--- src/rtl/fifo_serial_tx_pkg.sv ---
// Shared types for the FIFO drain-side serial transmitter.
package fifo_serial_pkg;

  typedef enum logic [1:0] {
    IDLE  = 2'd0,
    START = 2'd1,
    DATA  = 2'd2,
    STOP  = 2'd3
  } tx_state_t;

endpackage

--- src/rtl/fifo_serial_tx_if.sv ---
// FIFO read-side handshake plus serial line outputs of the transmitter.
interface fifo_serial_tx_if #(parameter int width = 8) ();

  logic             enable;
  logic             empty;
  logic [width-1:0] rd_data;
  logic             read;
  logic             tx;
  logic             busy;

  // master: the transmitter, which initiates pops; slave: FIFO / board side
  modport master (input enable, empty, rd_data, output read, tx, busy);
  modport slave  (output enable, empty, rd_data, input read, tx, busy);

endinterface

--- src/rtl/fifo_serial_tx_bit_timer.sv ---
// Free-running per-bit cycle counter; done strobes on the last cycle of a bit.
module bit_timer #(
  parameter int clks_per_bit = 4
) (
  input  logic clk,
  input  logic reset,
  input  logic clear,
  output logic done
);

  localparam int CW = (clks_per_bit > 1) ? $clog2(clks_per_bit) : 1;
  localparam logic [CW-1:0] LAST = CW'(clks_per_bit - 1);

  logic [CW-1:0] cnt_q, cnt_d;

  assign done = (cnt_q == LAST);

  always_comb begin
    cnt_d = cnt_q + CW'(1);
    if (clear || done) cnt_d = '0;
  end

  always_ff @(posedge clk or posedge reset) begin
    if (reset) cnt_q <= '0;
    else       cnt_q <= cnt_d;
  end

endmodule

--- src/rtl/fifo_serial_tx.sv ---
// Pops one word at a time from a show-ahead FIFO and shifts it out as a
// start/data(LSB first)/stop frame on a registered serial line.
module fifo_serial_tx
  import fifo_serial_pkg::*;
#(
  parameter int width        = 8,
  parameter int clks_per_bit = 4
) (
  input logic              clk,
  input logic              reset,
  fifo_serial_tx_if.master bus
);

  localparam int IW = (width > 1) ? $clog2(width) : 1;
  localparam logic [IW-1:0] LAST_IDX = IW'(width - 1);

  tx_state_t        state_q, state_d;
  logic [width-1:0] shift_q, shift_d;
  logic [IW-1:0]    idx_q, idx_d;
  logic             tx_q, tx_d;
  logic             busy_q, busy_d;
  logic             pop;
  logic             bit_done;
  logic             tmr_clear;

  // Pop only from IDLE, so read can never repeat on consecutive cycles
  assign pop = (state_q == IDLE) & bus.enable & ~bus.empty & ~reset;

  // Every state change restarts the bit period from zero
  assign tmr_clear = (state_d != state_q);

  bit_timer #(.clks_per_bit(clks_per_bit)) u_timer (
    .clk   (clk),
    .reset (reset),
    .clear (tmr_clear),
    .done  (bit_done)
  );

  always_comb begin
    state_d = state_q;
    shift_d = shift_q;
    idx_d   = idx_q;
    case (state_q)
      IDLE: begin
        if (pop) begin
          shift_d = bus.rd_data;
          state_d = START;
        end
      end
      START: begin
        if (bit_done) begin
          state_d = DATA;
          idx_d   = '0;
        end
      end
      DATA: begin
        if (bit_done) begin
          if (idx_q == LAST_IDX) begin
            state_d = STOP;
          end else begin
            shift_d = shift_q >> 1;
            idx_d   = idx_q + IW'(1);
          end
        end
      end
      STOP: begin
        if (bit_done) state_d = IDLE;
      end
      default: state_d = IDLE;
    endcase

    // Decode from next state so the registered line lines up with the state
    tx_d = 1'b1;
    if (state_d == START)     tx_d = 1'b0;
    else if (state_d == DATA) tx_d = shift_d[0];
    busy_d = (state_d != IDLE);
  end

  always_ff @(posedge clk or posedge reset) begin
    if (reset) begin
      state_q <= IDLE;
      shift_q <= '0;
      idx_q   <= '0;
      tx_q    <= 1'b1;
      busy_q  <= 1'b0;
    end else begin
      state_q <= state_d;
      shift_q <= shift_d;
      idx_q   <= idx_d;
      tx_q    <= tx_d;
      busy_q  <= busy_d;
    end
  end

  assign bus.read = pop;
  assign bus.tx   = tx_q;
  assign bus.busy = busy_q;

endmodule

--- src/flat_wrapper.sv ---
// flat-port wrapper written by rule: the top's interface ports become plain ports
module fifo_serial_tx_flat import fifo_serial_pkg::*;
#(
  parameter int width        = 8,
  parameter int clks_per_bit = 4
)
  (clk, reset, bus_enable, bus_empty, bus_rd_data, bus_read, bus_tx, bus_busy);
  fifo_serial_tx_if #(.width(width)) bus_i ();
  input logic clk;
  input logic reset;
  input wire logic [$bits(bus_i.enable)-1:0] bus_enable;
  input wire logic [$bits(bus_i.empty)-1:0] bus_empty;
  input wire logic [$bits(bus_i.rd_data)-1:0] bus_rd_data;
  output wire logic [$bits(bus_i.read)-1:0] bus_read;
  output wire logic [$bits(bus_i.tx)-1:0] bus_tx;
  output wire logic [$bits(bus_i.busy)-1:0] bus_busy;
  assign bus_i.enable = bus_enable;
  assign bus_i.empty = bus_empty;
  assign bus_i.rd_data = bus_rd_data;
  assign bus_read = bus_i.read;
  assign bus_tx = bus_i.tx;
  assign bus_busy = bus_i.busy;
  fifo_serial_tx #(.width(width), .clks_per_bit(clks_per_bit)) u_core (.clk(clk), .reset(reset), .bus(bus_i));
endmodule
--- config.mk ---
export PLATFORM = sky130hd
export DESIGN_NAME = fifo_serial_tx_flat
export DESIGN_NICKNAME = d
export VERILOG_FILES = /design/src/rtl/fifo_serial_tx_pkg.sv /design/src/rtl/fifo_serial_tx_if.sv /design/src/rtl/fifo_serial_tx_bit_timer.sv /design/src/rtl/fifo_serial_tx.sv /design/src/flat_wrapper.sv
export SDC_FILE = /design/constraint.sdc
export NUM_CORES = 1
export LEC_CHECK = 0
export CAP_MARGIN = 20
export CORE_ASPECT_RATIO = 1.2
export CORE_UTILIZATION = 50
export DETAILED_ROUTE_END_ITERATION = 12
export PLACE_DENSITY_LB_ADDON = 0.05
export RECOVER_POWER = 50
export SYNTH_ARGS = -nofsm -noshare
export SYNTH_HDL_FRONTEND = slang
export SYNTH_HIERARCHICAL = 1
export SYNTH_SLANG_ARGS = --single-unit
export TNS_END_PERCENT = 1
--- constraint.sdc ---
create_clock -name clk -period 2.6 [get_ports clk]
set_input_delay 0.65 -clock clk [delete_from_list [all_inputs] [get_ports clk]]
set_output_delay 0.65 -clock clk [all_outputs]
set_load 0.02 [all_outputs]
==> summary.md <==
| Metric | Value |
|---|---|
| Peak ir drop on the vdd network | between 0.6 and 0.7 mV |
| Total die area | between 1500 and 2000 um^2 |
| CTS tree | done |
| Clock slew at reported path FFs | about 0.10 ns |
| Critical path peak fanout | 2 |
| Arr. time, crit path | 1.82 ns |
| Syn-to-layout area delta | 23.0% |
| Prevailing post-synth register cell | sky130_fd_sc_hd__dfrtp_1 |
| Number of fill cells | ~140 |
| WP data required | 1.95 ns |
| Syn Nets | 98 |
| Post-placement worst setup slack | -0.141 ns |
| Post-synth EDFFs | 0 |
| Number of synthesized register bits | 17 |
| Sw Ratio | 0.365 |
| Overall via count from detail_route | 671 |
| First-pass GRT wire length | 2270 um |
| Via-per-instance ratio | about 5.5 |
| Clk Tree Root Cell | sky130_fd_sc_hd__clkbuf_4 |
| Antenna violations before repair | 0 |
| Clk sink count | 17 |
| Cell area reported after detailed placement | just over 1000 um^2 |
| Share of the synthesized area in the top cell type | 0.464 |
| Kind of launch point of the worst setup path | primary input |
| Adder-Cell Fraction of Synth Area | 0.0435 |
| Upper clock frequency limit | a little over 400 MHz |
| Count of hold-fix buffers inserted at cts | 0 |
| Minimum period implied by the final worst setup slack | about 2.5 ns |
| Power per unit of standard cell area | approximately 970 nW/um^2 |
| Xor/xnor cell area share of the yosys netlist | 0.0101 |
| Sequential share of power | 0.434 |
| Static leakage | about 0.5 nW |
| Total power after layout | 1.03 mW |
| Starting density of the core | 0.532 |
| Final setup margin | about 0.13 ns |
| Net count of the finished layout | around 120 |
| Post-route cell area | approximately 1100 um^2 |
| Mapped cell area | 863 um^2 |
| Final weighted congestion in routability-driven placement | about 0.7 |
| Net Sw Power | around 0.38 mW |
| Cell type with the highest aggregate area in the netlist | sky130_fd_sc_hd__dfrtp_1 |
| Slew Limit Headroom | 0.643 |
| Via count of the first global-routing pass | 563 |
| # placed instances | around 120 |
| Total half-perimeter wirelength after legalization and detailed placement | 1130 um |
| Number of buffers created by CTS | 3 |
| Sequential area share after synthesis | 0.494 |
| Die Width | approximately 40 um |
| Share of layout cells above drive strength 1 | 0.155 |
| Antenna cells | 0 |
| Count of distinct cell types in the synthesized netlist | 29 |
| Internal power of the cells | 0.656 mW |
| Post-route core utilization | 0.655 |
| Kind of critical path | primary input to output port |
| Share of synthesized cell area in and, or, nand and nor gates | 0.203 |
| R2R cell count | 6 |
| Core box area | around 1600 um^2 |
| Finish-stage setup viols | 0 |
| Number of pins exceeding their max-slew limit in the final report | 0 |
| Async set-reset flop share out of synthesis | 1.00 |
| Post-Synthesis Cells | 83 |
| Maximum number of pins on one net before global-route repair | 18 |
| Total DRC errors in the routed layout | 0 |
| Total number of yosys warnings | 6 |
| Part of the total power dissipated in combinational logic | 0.432 |
| Area of the multi-input gates | between 300 and 400 um^2 |
| Setup repair after global routing missed its margin | false |
| Global route total overflow | 0 |
| Die height | between 40 and 50 um |
| Kind of capture point of the worst setup path | output port |
| Final non-filler cell total | 121 |
| Total setup buffers inserted after CTS | 0 |
| Run status | finished, final reports clean |
| Cell depth of the worst hold path | 1 |
| Number of max-capacitance violations reported | 0 |
| Share of the clock period used by the worst path | 0.950 |
| Combinational family with the most area after synthesis | simple AND/OR/NAND/NOR gates |
| Storage element area | between 400 and 500 um^2 |
| Actual transition at the worst max-transition pin | 0.528 ns |
| Deepest clock path buffer count | 2 |
| Count of nets left with antenna violations after detail routing | 0 |
| Number of port buffers | 14 |
| Top Ports | 15 |
| Relative contribution of the clock network to total power | 0.134 |
| DRT Wirelength | roughly 1500 um |
| Cell types with the largest area share after synthesis | sky130_fd_sc_hd__dfrtp_1 (46%), sky130_fd_sc_hd__nand2_1 (8.7%), sky130_fd_sc_hd__a22oi_1 (7.0%) |
| Fraction of the mapped netlist area in compound gates | 0.191 |
| Number of placement rows | 16 |
| Mux cell area share after synthesis | 0 |
| Deepest level of the CTS H-tree | 1 |
| Setup Skew | between 0.009 and 0.01 ns |
| Number of optimization iterations in the first detailed-route pass | 4 |
| Clk_lat worst skew | ~0.29 ns |
| Cell with the most instances after synthesis | sky130_fd_sc_hd__nand2_1 |
| DRC violation total after the first TritonRoute iteration | 10 |
| Mean Syn Cell Area | 10.4 um^2 |
| Type of the tightest min-delay check | register to register |
| DR WL/cell | 12.3 um |
| Most instantiated cells after synthesis | sky130_fd_sc_hd__nand2_1 (20), sky130_fd_sc_hd__dfrtp_1 (16), sky130_fd_sc_hd__a22oi_1 (8), sky130_fd_sc_hd__inv_1 (5), sky130_fd_sc_hd__o21ai_0 (5) |
| Final Hold Vio Count | 0 |
| Total global routing track utilization | 0.183 |
[cell families (layout without fill, tap and decap cells)]
family | Yosys count | count (layout)
AND/OR/NAND/NOR | 31 | 31
AO/OA/AOI/OAI | 22 | 22
flip-flops | 17 | 17
buffers and inverters | 9 | 29
adder cells (fa/ha/maj) | 3 | 3
XOR/XNOR | 1 | 1
[per-layer routing]
| layer | track usage | part of all wire | wire (um) | vias up |
|---|---|---|---|---|
| li1 | - | - | - | 332 |
| met1 | 0.231 | 0.47 | 700 | 322 |
| met4 | 0.124 | 0.024 | 36 | 0 |
| met5 | 0 | 0 | 0 | - |
| met2 | 0.274 | 0.46 | 689 | 13 |
| met3 | 0.0419 | 0.045 | 67 | 4 |
[final timing paths]
path | slack (ns) | startpoint | endpoint
min reg2reg | 0.47 | u_core/u_timer/cnt_q[0] | u_core/u_timer/cnt_q[0]
max reg2reg | 0.63 | u_core/idx_q[0] | u_core/bus.tx
max in group asynchronous | 1.47 | reset | u_core/bus.tx
min | 0.47 | u_core/u_timer/cnt_q[0] | u_core/u_timer/cnt_q[0]
max | 0.13 | bus_empty | bus_read
min in group asynchronous | 0.65 | reset | u_core/u_timer/cnt_q[0]
[metrics by stage]
stage,setup TNS [ns],hold slack (ns)
3_3_place_gp,-0.136,0.444
4_1_cts,0,0.471
2_1_floorplan,0,0.391
5_1_grt,0,0.476
6_report,0,0.466
3_5_place_dp,-0.141,0.453
[placed cells by master, fill, tap and decap left out]
| master | Yosys | routed |
|---|---|---|
| sky130_fd_sc_hd__nand2_1 | 20 | 20 |
| sky130_fd_sc_hd__dfrtp_1 | 16 | 16 |
| sky130_fd_sc_hd__clkdlybuf4s50_1 | 0 | 12 |
| sky130_fd_sc_hd__a22oi_1 | 8 | 8 |
| sky130_fd_sc_hd__inv_1 | 5 | 5 |
| sky130_fd_sc_hd__o21ai_0 | 5 | 5 |
| sky130_fd_sc_hd__buf_4 | 0 | 5 |
| sky130_fd_sc_hd__clkbuf_4 | 0 | 3 |
| sky130_fd_sc_hd__ha_1 | 3 | 3 |
| sky130_fd_sc_hd__a21oi_1 | 2 | 2 |
| sky130_fd_sc_hd__nand2b_1 | 2 | 2 |
| sky130_fd_sc_hd__clkinv_2 | 0 | 1 |
| sky130_fd_sc_hd__dlygate4sd3_1 | 0 | 1 |
| sky130_fd_sc_hd__dlygate4sd2_1 | 0 | 1 |
| sky130_fd_sc_hd__and4bb_2 | 1 | 1 |
| sky130_fd_sc_hd__nor4b_4 | 1 | 1 |
| sky130_fd_sc_hd__clkinv_1 | 1 | 1 |
| sky130_fd_sc_hd__a21oi_4 | 1 | 1 |
| sky130_fd_sc_hd__nor3_1 | 1 | 1 |
| sky130_fd_sc_hd__nor2_1 | 1 | 1 |
| sky130_fd_sc_hd__a32o_1 | 1 | 1 |
| sky130_fd_sc_hd__a21o_1 | 1 | 1 |
| sky130_fd_sc_hd__xnor2_1 | 1 | 1 |
| sky130_fd_sc_hd__o311ai_0 | 1 | 1 |
| sky130_fd_sc_hd__or2_2 | 1 | 1 |
| sky130_fd_sc_hd__o21a_1 | 1 | 1 |
| sky130_fd_sc_hd__nor3b_1 | 1 | 1 |
| sky130_fd_sc_hd__or3_1 | 1 | 1 |
| sky130_fd_sc_hd__a221o_1 | 1 | 1 |
| sky130_fd_sc_hd__o311a_1 | 1 | 1 |
| sky130_fd_sc_hd__dfstp_2 | 1 | 1 |
| sky130_fd_sc_hd__nor3_2 | 1 | 1 |
| sky130_fd_sc_hd__nor3b_2 | 1 | 1 |
[state kept, by name, summed over array words and instances (netlist names)]
| register | flops |
|---|---|
| u_core/bus.busy | 1 |
| u_core/bus.tx | 1 |
| u_core/state_q | 2 |
| u_core/idx_q | 3 |
| u_core/u_timer/cnt_q | 2 |
| u_core/shift_q | 8 |
[timing repair]
| item | 4_1_cts | 5_1_grt |
|---|---|---|
| gates resized for setup | 1 | 0 |
| endpoints found under the setup margin | 1 | 0 |
| endpoints found under the hold margin | 0 | 0 |
[critical path: stages]
cell	delay, ns
sky130_fd_sc_hd__clkdlybuf4s50_1	0.44
sky130_fd_sc_hd__nor4b_4	0.24
sky130_fd_sc_hd__nand2_1	0.11
sky130_fd_sc_hd__clkinv_1	0.06
sky130_fd_sc_hd__dlygate4sd2_1	0.32
[power by group through the flow]
stage	sequential, mW	clock (mW)	combinational (mW)
finish	0.449	0.138	0.446
global route	0.462	0.156	0.501
CTS	0.449	0.145	0.453
detailed placement	0.455	0	0.453
global placement	0.451	0	0.443
floorplan	0.452	0	0.332
[area by class of cell]
class,instances,share of cell area
clock buffers,3,0.0212
flip-flops and latches,17,0.402
multi-input cells,57,0.364
repair buffers,19,0.166
well taps,18,0.0212
clock inverters,1,0.00471
inverters,6,0.0212
Power figures use the tool's default switching activity.
